`config.mk`:
```
export PLATFORM = sky130hd
export DESIGN_NAME = mux_pattern_sequencer
export DESIGN_NICKNAME = d
export VERILOG_FILES = /design/src/rtl/mux_pattern_sequencer_pkg.sv /design/src/rtl/mux_pattern_sequencer.sv
export SDC_FILE = /design/constraint.sdc
export NUM_CORES = 1
export LEC_CHECK = 0
export CAP_MARGIN = 10
export CORE_UTILIZATION = 45
export DETAILED_ROUTE_END_ITERATION = 8
export PLACE_DENSITY = 0.86
export SYNTH_ARGS = -nofsm -noshare
export SYNTH_HDL_FRONTEND = slang
export SYNTH_SLANG_ARGS = --single-unit
export TNS_END_PERCENT = 10
```
`constraint.sdc`:
```
create_clock -name clk -period 1.4 [get_ports clk]
set_input_delay 0.21 -clock clk [delete_from_list [all_inputs] [get_ports clk]]
set_output_delay 0.21 -clock clk [all_outputs]
set_load 0.02 [all_outputs]
```
`src/rtl/mux_pattern_sequencer_pkg.sv`:
```
// Shared definitions for the 2:1 mux pattern sequencer: FSM encoding and
// the reference rule for the expected mux output.
package mux_pattern_sequencer_pkg;

   typedef enum logic [1:0] {
      ST_IDLE  = 2'd0,
      ST_DRIVE = 2'd1,
      ST_CHECK = 2'd2
   } state_t;

   localparam int HOLD_W = 8;
   localparam int IDX_W  = 3;

   // sel_picks_b=1: c = selector ? b : a ; sel_picks_b=0: c = selector ? a : b
   function automatic logic expected_c(input logic a,
                                       input logic b,
                                       input logic selector,
                                       input logic sel_picks_b);
      logic w_pick;
      w_pick = sel_picks_b ? selector : ~selector;
      return w_pick ? b : a;
   endfunction

endpackage

```
`src/rtl/mux_pattern_sequencer.sv`:
```
// Walks {a,b,selector} through patterns 0..NUM_PATTERNS-1, holds each for
// HOLD_CYCLES clocks, checks the fed-back mux output and counts mismatches.
module mux_pattern_sequencer
   import mux_pattern_sequencer_pkg::*;
#(
   parameter int NUM_PATTERNS = 8,
   parameter int HOLD_CYCLES  = 10,
   parameter int SEL_PICKS_B  = 1,
   parameter int ERR_W        = 4
) (
   input  logic             clk,
   input  logic             rst_n,
   input  logic             start,
   input  logic             abort,
   input  logic             c_in,
   output logic             a,
   output logic             b,
   output logic             selector,
   output logic             busy,
   output logic             done,
   output logic [ERR_W-1:0] err_count,
   output logic [2:0]       pattern_idx,
   output logic [1:0]       dbg_state
);

   localparam logic [HOLD_W-1:0] HOLD_LAST = HOLD_W'(HOLD_CYCLES - 2);
   localparam logic [IDX_W-1:0]  IDX_LAST  = IDX_W'(NUM_PATTERNS - 1);

   state_t              r_state;
   logic [IDX_W-1:0]    r_idx;
   logic [HOLD_W-1:0]   r_hold;
   logic [ERR_W-1:0]    r_err;
   logic                r_done;

   state_t              w_state_nxt;
   logic [IDX_W-1:0]    w_idx_nxt;
   logic [HOLD_W-1:0]   w_hold_nxt;
   logic [ERR_W-1:0]    w_err_nxt;
   logic                w_done_nxt;
   logic                w_exp;

   assign w_exp = expected_c(r_idx[2], r_idx[1], r_idx[0], SEL_PICKS_B != 0);

   always_comb begin
      w_state_nxt = r_state;
      w_idx_nxt   = r_idx;
      w_hold_nxt  = r_hold;
      w_err_nxt   = r_err;
      w_done_nxt  = 1'b0;
      // abort overrides every transition but leaves the partial error count
      if (abort) begin
         w_state_nxt = ST_IDLE;
         w_idx_nxt   = '0;
         w_hold_nxt  = '0;
      end else begin
         case (r_state)
            ST_IDLE: begin
               if (start) begin
                  w_state_nxt = ST_DRIVE;
                  w_idx_nxt   = '0;
                  w_hold_nxt  = '0;
                  w_err_nxt   = '0;
               end
            end
            ST_DRIVE: begin
               w_hold_nxt = r_hold + 8'd1;
               if (r_hold == HOLD_LAST) begin
                  w_state_nxt = ST_CHECK;
               end
            end
            ST_CHECK: begin
               if ((c_in != w_exp) && (r_err != '1)) begin
                  w_err_nxt = r_err + ERR_W'(1);
               end
               w_hold_nxt = '0;
               if (r_idx == IDX_LAST) begin
                  w_state_nxt = ST_IDLE;
                  w_idx_nxt   = '0;
                  w_done_nxt  = 1'b1;
               end else begin
                  w_state_nxt = ST_DRIVE;
                  w_idx_nxt   = r_idx + 3'd1;
               end
            end
            default: begin
               w_state_nxt = ST_IDLE;
               w_idx_nxt   = '0;
               w_hold_nxt  = '0;
            end
         endcase
      end
   end

   always_ff @(posedge clk) begin
      if (!rst_n) begin
         r_state <= ST_IDLE;
         r_idx   <= '0;
         r_hold  <= '0;
         r_err   <= '0;
         r_done  <= 1'b0;
      end else begin
         r_state <= w_state_nxt;
         r_idx   <= w_idx_nxt;
         r_hold  <= w_hold_nxt;
         r_err   <= w_err_nxt;
         r_done  <= w_done_nxt;
      end
   end

   assign a           = r_idx[2];
   assign b           = r_idx[1];
   assign selector    = r_idx[0];
   assign pattern_idx = r_idx;
   assign busy        = (r_state == ST_DRIVE) || (r_state == ST_CHECK);
   assign done        = r_done;
   assign err_count   = r_err;
   assign dbg_state   = r_state;

endmodule
```
==> reports/results.ini, run 1 <==
[run]
cap_violations=0

[clocking]
clock_path_buffers=2
postCtsHoldBufs=0
clk_pin_slew_ns=0.11
clk_latency_ns=0.29
tritoncts=built
root_buffer=clkbuf_4
cts_num_sinks=18
cts_made_buffers=3
h-tree-depth=1

[global_routing]
grt_pass1_wl_um=4130
grt_use_total=0.219
overflow=0
grt_pass1_vias=963
antenna_found_initial=0
grt_max_degree=11

[timing]
finalSetupViolCount=4
worst_slew_pin_slew_ns=0.365
worst_slack_ns=-0.110
finalHoldViolations=0
fin_tns_setup_ns=-0.177
drv_slew=0
max_freq_ghz=0.662
fin_crit_ns=1.51
rsz0062_at_grt=true
min_period_over_period=1.08
clock_skew_ns=0.0134
slew_headroom=0.753

[setup_path]
r2r_cells=6
reg2reg_from=dbg_state[1]
arrival_ns=1.75
required_ns=1.64
r2r-end=err_count[2]
worstSetupPathType=reg -> reg
reg2reg_slack_ns=-0.11
critPathCaptureType=flip-flop
cp-start-kind=flip-flop
critical_path.max_fanout=7

[power_and_ir_drop]
powerDensity_nw_per_um2=645
peakVddDrop_v=0.000455
leakagePower_nw=0.632

[worst_hold_path]
worstHoldPathCells=2
hold_end=r_hold[1]
hp-start=r_hold[1]
min_path_type=reg -> reg

[place]
port-buffer-count=18
dpl-instance-area_um2=1370
dp.final_hpwl_um=1830
gp_congestion=0.880

[logic_synthesis]
yosys_warnings=0
ys_dominant_reg_cell=dfxtp_1
synth-compound-area-share=0.142
synthArstFlopShare=0
synth-simple-area-share=0.234
ys_seq_area_frac=0.366
synth-seq-cells=18
syn_area_um2=985
synth_fa_ha_area_frac=0.114
synth-edff-count=0
synth_cell_types=34
synth_top_family_by_area=simple AND/OR/NAND/NOR gates
syn_avg_cell_area_um2=8.56
syn_inst=115
synthMuxAreaShare=0.0203
synth_xor_area_frac=0.0623
syn_nets=129

[die]
die_h_um=48.8
io_pins=19
dieArea_um2=2380
core.rowCount=16
core_um2=2000
die_w_um=48.8
initial_core_util=0.492

[drt]
antenna_left=0
wl_um=2680
drc=0
vias=1016
wl_per_cell_um=15.0
first_pass_iters=4
drtIter0Drc=51
via_per_inst=5.68

[final_layout]
area_growth_pct=48.4
layout.area.seq_um2=375
nNetsFinal=167
multi_input_area_um2=673
n_fill_cell=129
final_area_um2=1460
final_util=0.730
antenna_cells=0
drive_gt1_frac=0.309

[status]
status=finished with violations
violations=negative setup slack

-- cells by family after synthesis --
family,after synthesis
AOI/OAI and AO/OA,22
xor gates and xnor gates,7
adders and majority gates,9
buffers and inverters,12
DFF,18
muxes,2
and+or+nand+nor,45
-- cell usage in the layout, fill, tap and decap left out, drive strengths merged, types with 5 or more instances in the layout --
master and count:
dfxtp 18, nand3 5, a21oi 7, ha 9, inv 6, nor2 9, dlygate4sd2 13, nand2 12
buf 22, o21ai 6
-- sequential cells by signal, summed over array words and instances (netlist names) --
name,count
dbg_state,2
err_count,4
r_hold,8
pattern_idx,3
done,1
-- metrics by stage --
step	instances	total power [W]	setup slack (ns)	hold WS, ns
2_1_floorplan	115	0.000604	-0.0785	0.352
3_3_place_gp	174	0.000661	-0.218	0.474
3_5_place_dp	174	0.000665	-0.260	0.489
4_1_cts	178	0.000933	-0.0833	0.502
5_1_grt	179	0.000989	-0.142	0.542
6_report	179	0.000943	-0.110	0.501
-- power by group --
part / switching (W) / leakage, nW / internal, W
clock network: 0.000160 / 0.0150 / 0.000111
logic: 0.0000829 / 0.468 / 0.0000752
registers: 0.00000330 / 0.149 / 0.000511
-- worst max-delay path, stage by stage, from the launching register on --
cell and delay (ns):
dfxtp_4 0.39, inv_2 0.05, ha_4 0.16, nor2b_4 0.15, or4_1 0.42, a2bb2oi_1 0.16
a21boi_1 0.12
-- synth_stat cells (2+ instances only) --
master    instances  area [um2]
a21oi_1           7        35.0
and3_1            2        12.5
buf_2             3        15.0
buf_4             3        22.5
dfxtp_1          18         360
ha_1              9         113
inv_1             6        22.5
mux2i_1           2        20.0
nand2_1          12        45.0
nand2b_1          2        12.5
nand3_1           5        25.0
nand4_1           4        25.0
nor2_1            9        33.8
nor3_1            3        15.0
o21ai_0           4        20.0
o21ai_1           2        10.0
or4_1             2        15.0
xnor2_1           3        26.3
xor2_1            4        35.0
-- layer usage --
layer / part of all wire / vias up / track usage
li1: - / 478 / -
met1: 0.40 / 471 / 0.249
met2: 0.51 / 59 / 0.396
met3: 0.062 / 8 / 0.0374
met4: 0.030 / 0 / 0.103
met5: 0 / - / 0
-- cell type report --
type | count | share of cell area
multi-input cells | 85 | 0.461
flip-flops and latches | 18 | 0.257
repair buffers | 39 | 0.224
well taps | 27 | 0.0231
clock buffers | 4 | 0.0180
inverters | 6 | 0.0171
-- worst max-delay path by stage --
stage	startpoint	slack, ns	depth (start not counted)	end
after floorplan	dbg_state[0]	-0.08	7	err_count[1]
after global placement	abort	-0.22	5	err_count[3]
after detailed placement	abort	-0.26	5	err_count[3]
after CTS	dbg_state[1]	-0.08	6	err_count[2]
after global routing	dbg_state[1]	-0.14	6	err_count[2]
final	dbg_state[1]	-0.11	6	err_count[2]
-- repair_timing --
action	4_1_cts	5_1_grt
pin swaps	2	4
setup buffers	0	1
endpoints found under the setup margin	31	16
resized for setup	25	10
No activity file was read; power rests on OpenSTA's default activity.
==> run 2: changes to the inputs <==
Settings changed: ABC_AREA set to 1, CORE_UTILIZATION 45 to 46.
==> reports/results.ini, run 2 <==
[place]
pre_cts_slack_ns=-0.141  ; +0.118 ns
dp.final_hpwl_um=1860  ; +1.7%
gp_congestion=0.800  ; -9.1%
port-buffer-count=18  ; unchanged
dpl.cell_count=208  ; +20%

[die]
die_h_um=51.2  ; +5.0%
core.rowCount=17  ; +1
dieArea_um2=2620  ; +10%
io_pins=19  ; unchanged
core_um2=2250  ; +13%
initial_core_util=0.494  ; +0.00202
die_w_um=51.2  ; +5.0%

[logic_synthesis]
synth_common_cells=nand2_1 (28), inv_1 (19), dfxtp_1 (18)
netlist.area_leader.share=0.324  ; -0.0424
syn_inst=151  ; +31%
yosys.area.top_type=dfxtp_1
syn_nets=165  ; +28%
synth-simple-area-share=0.331  ; +0.0977
syn_avg_cell_area_um2=7.37  ; -14%
synth_cell_types=25  ; -26%
synth_xor_area_frac=0  ; -0.0623
synth.most_common_cell=nand2_1
synth-seq-cells=18  ; unchanged
ys_seq_area_frac=0.324  ; -0.0424
yosys_warnings=0  ; unchanged
synth_top_family_by_area=simple AND/OR/NAND/NOR gates
synthMuxAreaShare=0  ; -0.0203
synth_fa_ha_area_frac=0.101  ; -0.0132
synthArstFlopShare=0  ; unchanged
synth-compound-area-share=0.137  ; -0.00523
ys_dominant_reg_cell=dfxtp_1
syn_area_um2=1110  ; +13%
synth-edff-count=0  ; unchanged
synthTopCellsByArea=dfxtp_1 (32%), ha_1 (10%), nand2_1 (9.4%)

[setup_path]
cp_slowest_stage_delay_ns=0.38  ; -0.04 ns
cp-start-kind=flip-flop
required_ns=1.61  ; -0.03 ns
worst-path-buf-inv=3  ; +2
crit_chain=inv_4 -> buf_6 -> ha_4 -> inv_4 -> a211oi_4 -> nand3_1 -> nand2_1 -> nor2_1
critPathCaptureType=flip-flop
critical_path.max_fanout=8  ; +1
arrival_ns=1.65  ; -0.10 ns
worstSetupPathType=reg -> reg
cp_slowest_cell=a211oi_4
crit_path_frequent_cell=inv_4
cp_top_family=compound AO/OA/AOI/OAI gates

[timing]
worst_slew_pin_slew_ns=0.369  ; +0.00343 ns
rsz0062_at_grt=true
drv_slew=0  ; unchanged
min_period_over_period=1.02  ; -0.0541
fin_crit_ns=1.43  ; -0.0757 ns
clock_skew_ns=0.00158  ; -0.0118 ns
worst_slack_ns=-0.0345  ; +0.0757 ns
fin_tns_setup_ns=-0.0829  ; +0.0940 ns
max_freq_ghz=0.697  ; +5.3%
finalSetupViolCount=5  ; +1
slew_headroom=0.753  ; about the same
finalHoldViolations=0  ; unchanged

[final_layout]
antenna_cells=0  ; unchanged
instances_no_fill=213  ; +19%
final_common_cell=nand2_1
final_util=0.671  ; -0.0585
largest_reg_flops=8  ; unchanged
final_cell_mix=nand2_1 (28), inv_1 (16), nand3_1 (16), dfxtp_1 (16), buf_4 (15)
nNetsFinal=200  ; +20%
drive_gt1_frac=0.286  ; -0.0227
area_growth_pct=36.0
regMostFlops=r_hold

[drt]
via_per_inst=5.16  ; -9.1%
first_pass_iters=4  ; unchanged
drtIter0Drc=37  ; -27%
antenna_left=0  ; unchanged
vias=1099  ; +8.2%
wl_um=2720  ; +1.5%
wl_per_cell_um=12.8  ; -15%
drc=0  ; unchanged

[power_and_ir_drop]
pwr-share-clk=0.304  ; +0.017
net-switching-power_w=0.000330  ; +34%
combPwrFrac=0.205  ; +0.037
seq_power_share=0.491  ; -0.054
p_int_w=0.000781  ; +12%
leakagePower_nw=0.695  ; +9.9%
powerDensity_nw_per_um2=734  ; +14%
peakVddDrop_v=0.000732  ; +61%
p_sw_frac=0.297  ; +0.0360

[clocking]
cts_num_sinks=18  ; unchanged
root_buffer=clkbuf_4
cts_made_buffers=3  ; unchanged
clk_pin_slew_ns=0.11  ; about the same
clk_latency_ns=0.30  ; about the same
clock_path_buffers=2  ; unchanged
tritoncts=built
postCtsHoldBufs=0  ; unchanged
h-tree-depth=1  ; unchanged

[status]
violations=negative setup slack
status=finished with violations

[global_routing]
grt_pass1_wl_um=4200  ; +1.8%
overflow=0  ; unchanged
grt_pass1_vias=1025  ; +6.4%
grt_use_total=0.218  ; -0.000955
antenna_found_initial=0  ; unchanged
grt_max_degree=11  ; unchanged

[run]
cap_violations=0  ; unchanged

[worst_hold_path]
min_path_type=reg -> reg

-- run 2: cell types whose count changed after synthesis, sizes merged, moves of 3 or more --
cell / previous run / this run
a211oi: 0 / 4
a21oi: 7 / 16
inv: 6 / 20
nand2: 12 / 32
nand3: 5 / 17
nor2: 9 / 17
o21ai: 6 / 3
xnor2: 3 / 0
xor2: 4 / 0
-- run 2: kinds of logic after synthesis --
family | after synthesis
AOI/OAI and AO/OA | 23
buffers and inverters | 26
and+or+nand+nor | 75
adders and majority gates | 9
DFF | 18
-- run 2: timing repair --
action / in CTS / in global routing
resized for setup: 20 / 13
setup buffers: 0 / 1
endpoints found under the setup margin: 26 / 17
pin swaps: 3 / 9
-- run 2: worst min-delay path, stage by stage (launching register included) --
cell and delay (ns):
dfxtp_1 0.34, nand2_1 0.07, a21oi_1 0.07
-- run 2: cell type report --
type | count | area (um2)
fill | 197 | 741
multi-input combinational | 107 | 697
sequential | 18 | 368
timing repair buffer | 34 | 283
inverter | 22 | 95.1
clock buffer | 4 | 36.3
tap | 28 | 35.0
-- run 2: power groups by stage --
stage / Combinational [W] / Sequential (W) / Clock [W]
floorplan: 0.000116 / 0.000572 / 0
global placement: 0.000212 / 0.000556 / 0
detailed placement: 0.000220 / 0.000557 / 0
CTS: 0.000211 / 0.000544 / 0.000343
global route: 0.000246 / 0.000549 / 0.000369
finish: 0.000228 / 0.000545 / 0.000338
-- run 2: final timing paths --
path / startpoint / endpoint / slack [ns] / cells past startpoint
worst max-delay path: dbg_state[0] / err_count[0] / -0.03 / 8
worst min-delay path: r_hold[7] / r_hold[7] / 0.52 / 2
worst max register to register: dbg_state[0] / err_count[0] / -0.03 / 8
worst min register to register: r_hold[7] / r_hold[7] / 0.52 / 2
-- run 2: per-layer routing --
metal | share of wire | global-route usage | up-vias
li1 | - | - | 556
met1 | 0.44 | 0.261 | 500
met2 | 0.47 | 0.351 | 37
met3 | 0.065 | 0.0536 | 6
met4 | 0.017 | 0.130 | 0
met5 | 0 | 0 | -
-- run 2: through the flow --
step                      power (W)  cell area [um2]  hold slack, ns
final                       0.00111             1510           0.515
after global routing        0.00116             1510           0.528
after CTS                   0.00110             1450           0.503
after detailed placement   0.000777             1420           0.486
after global placement     0.000768             1420           0.478
after floorplan            0.000688             1120           0.331
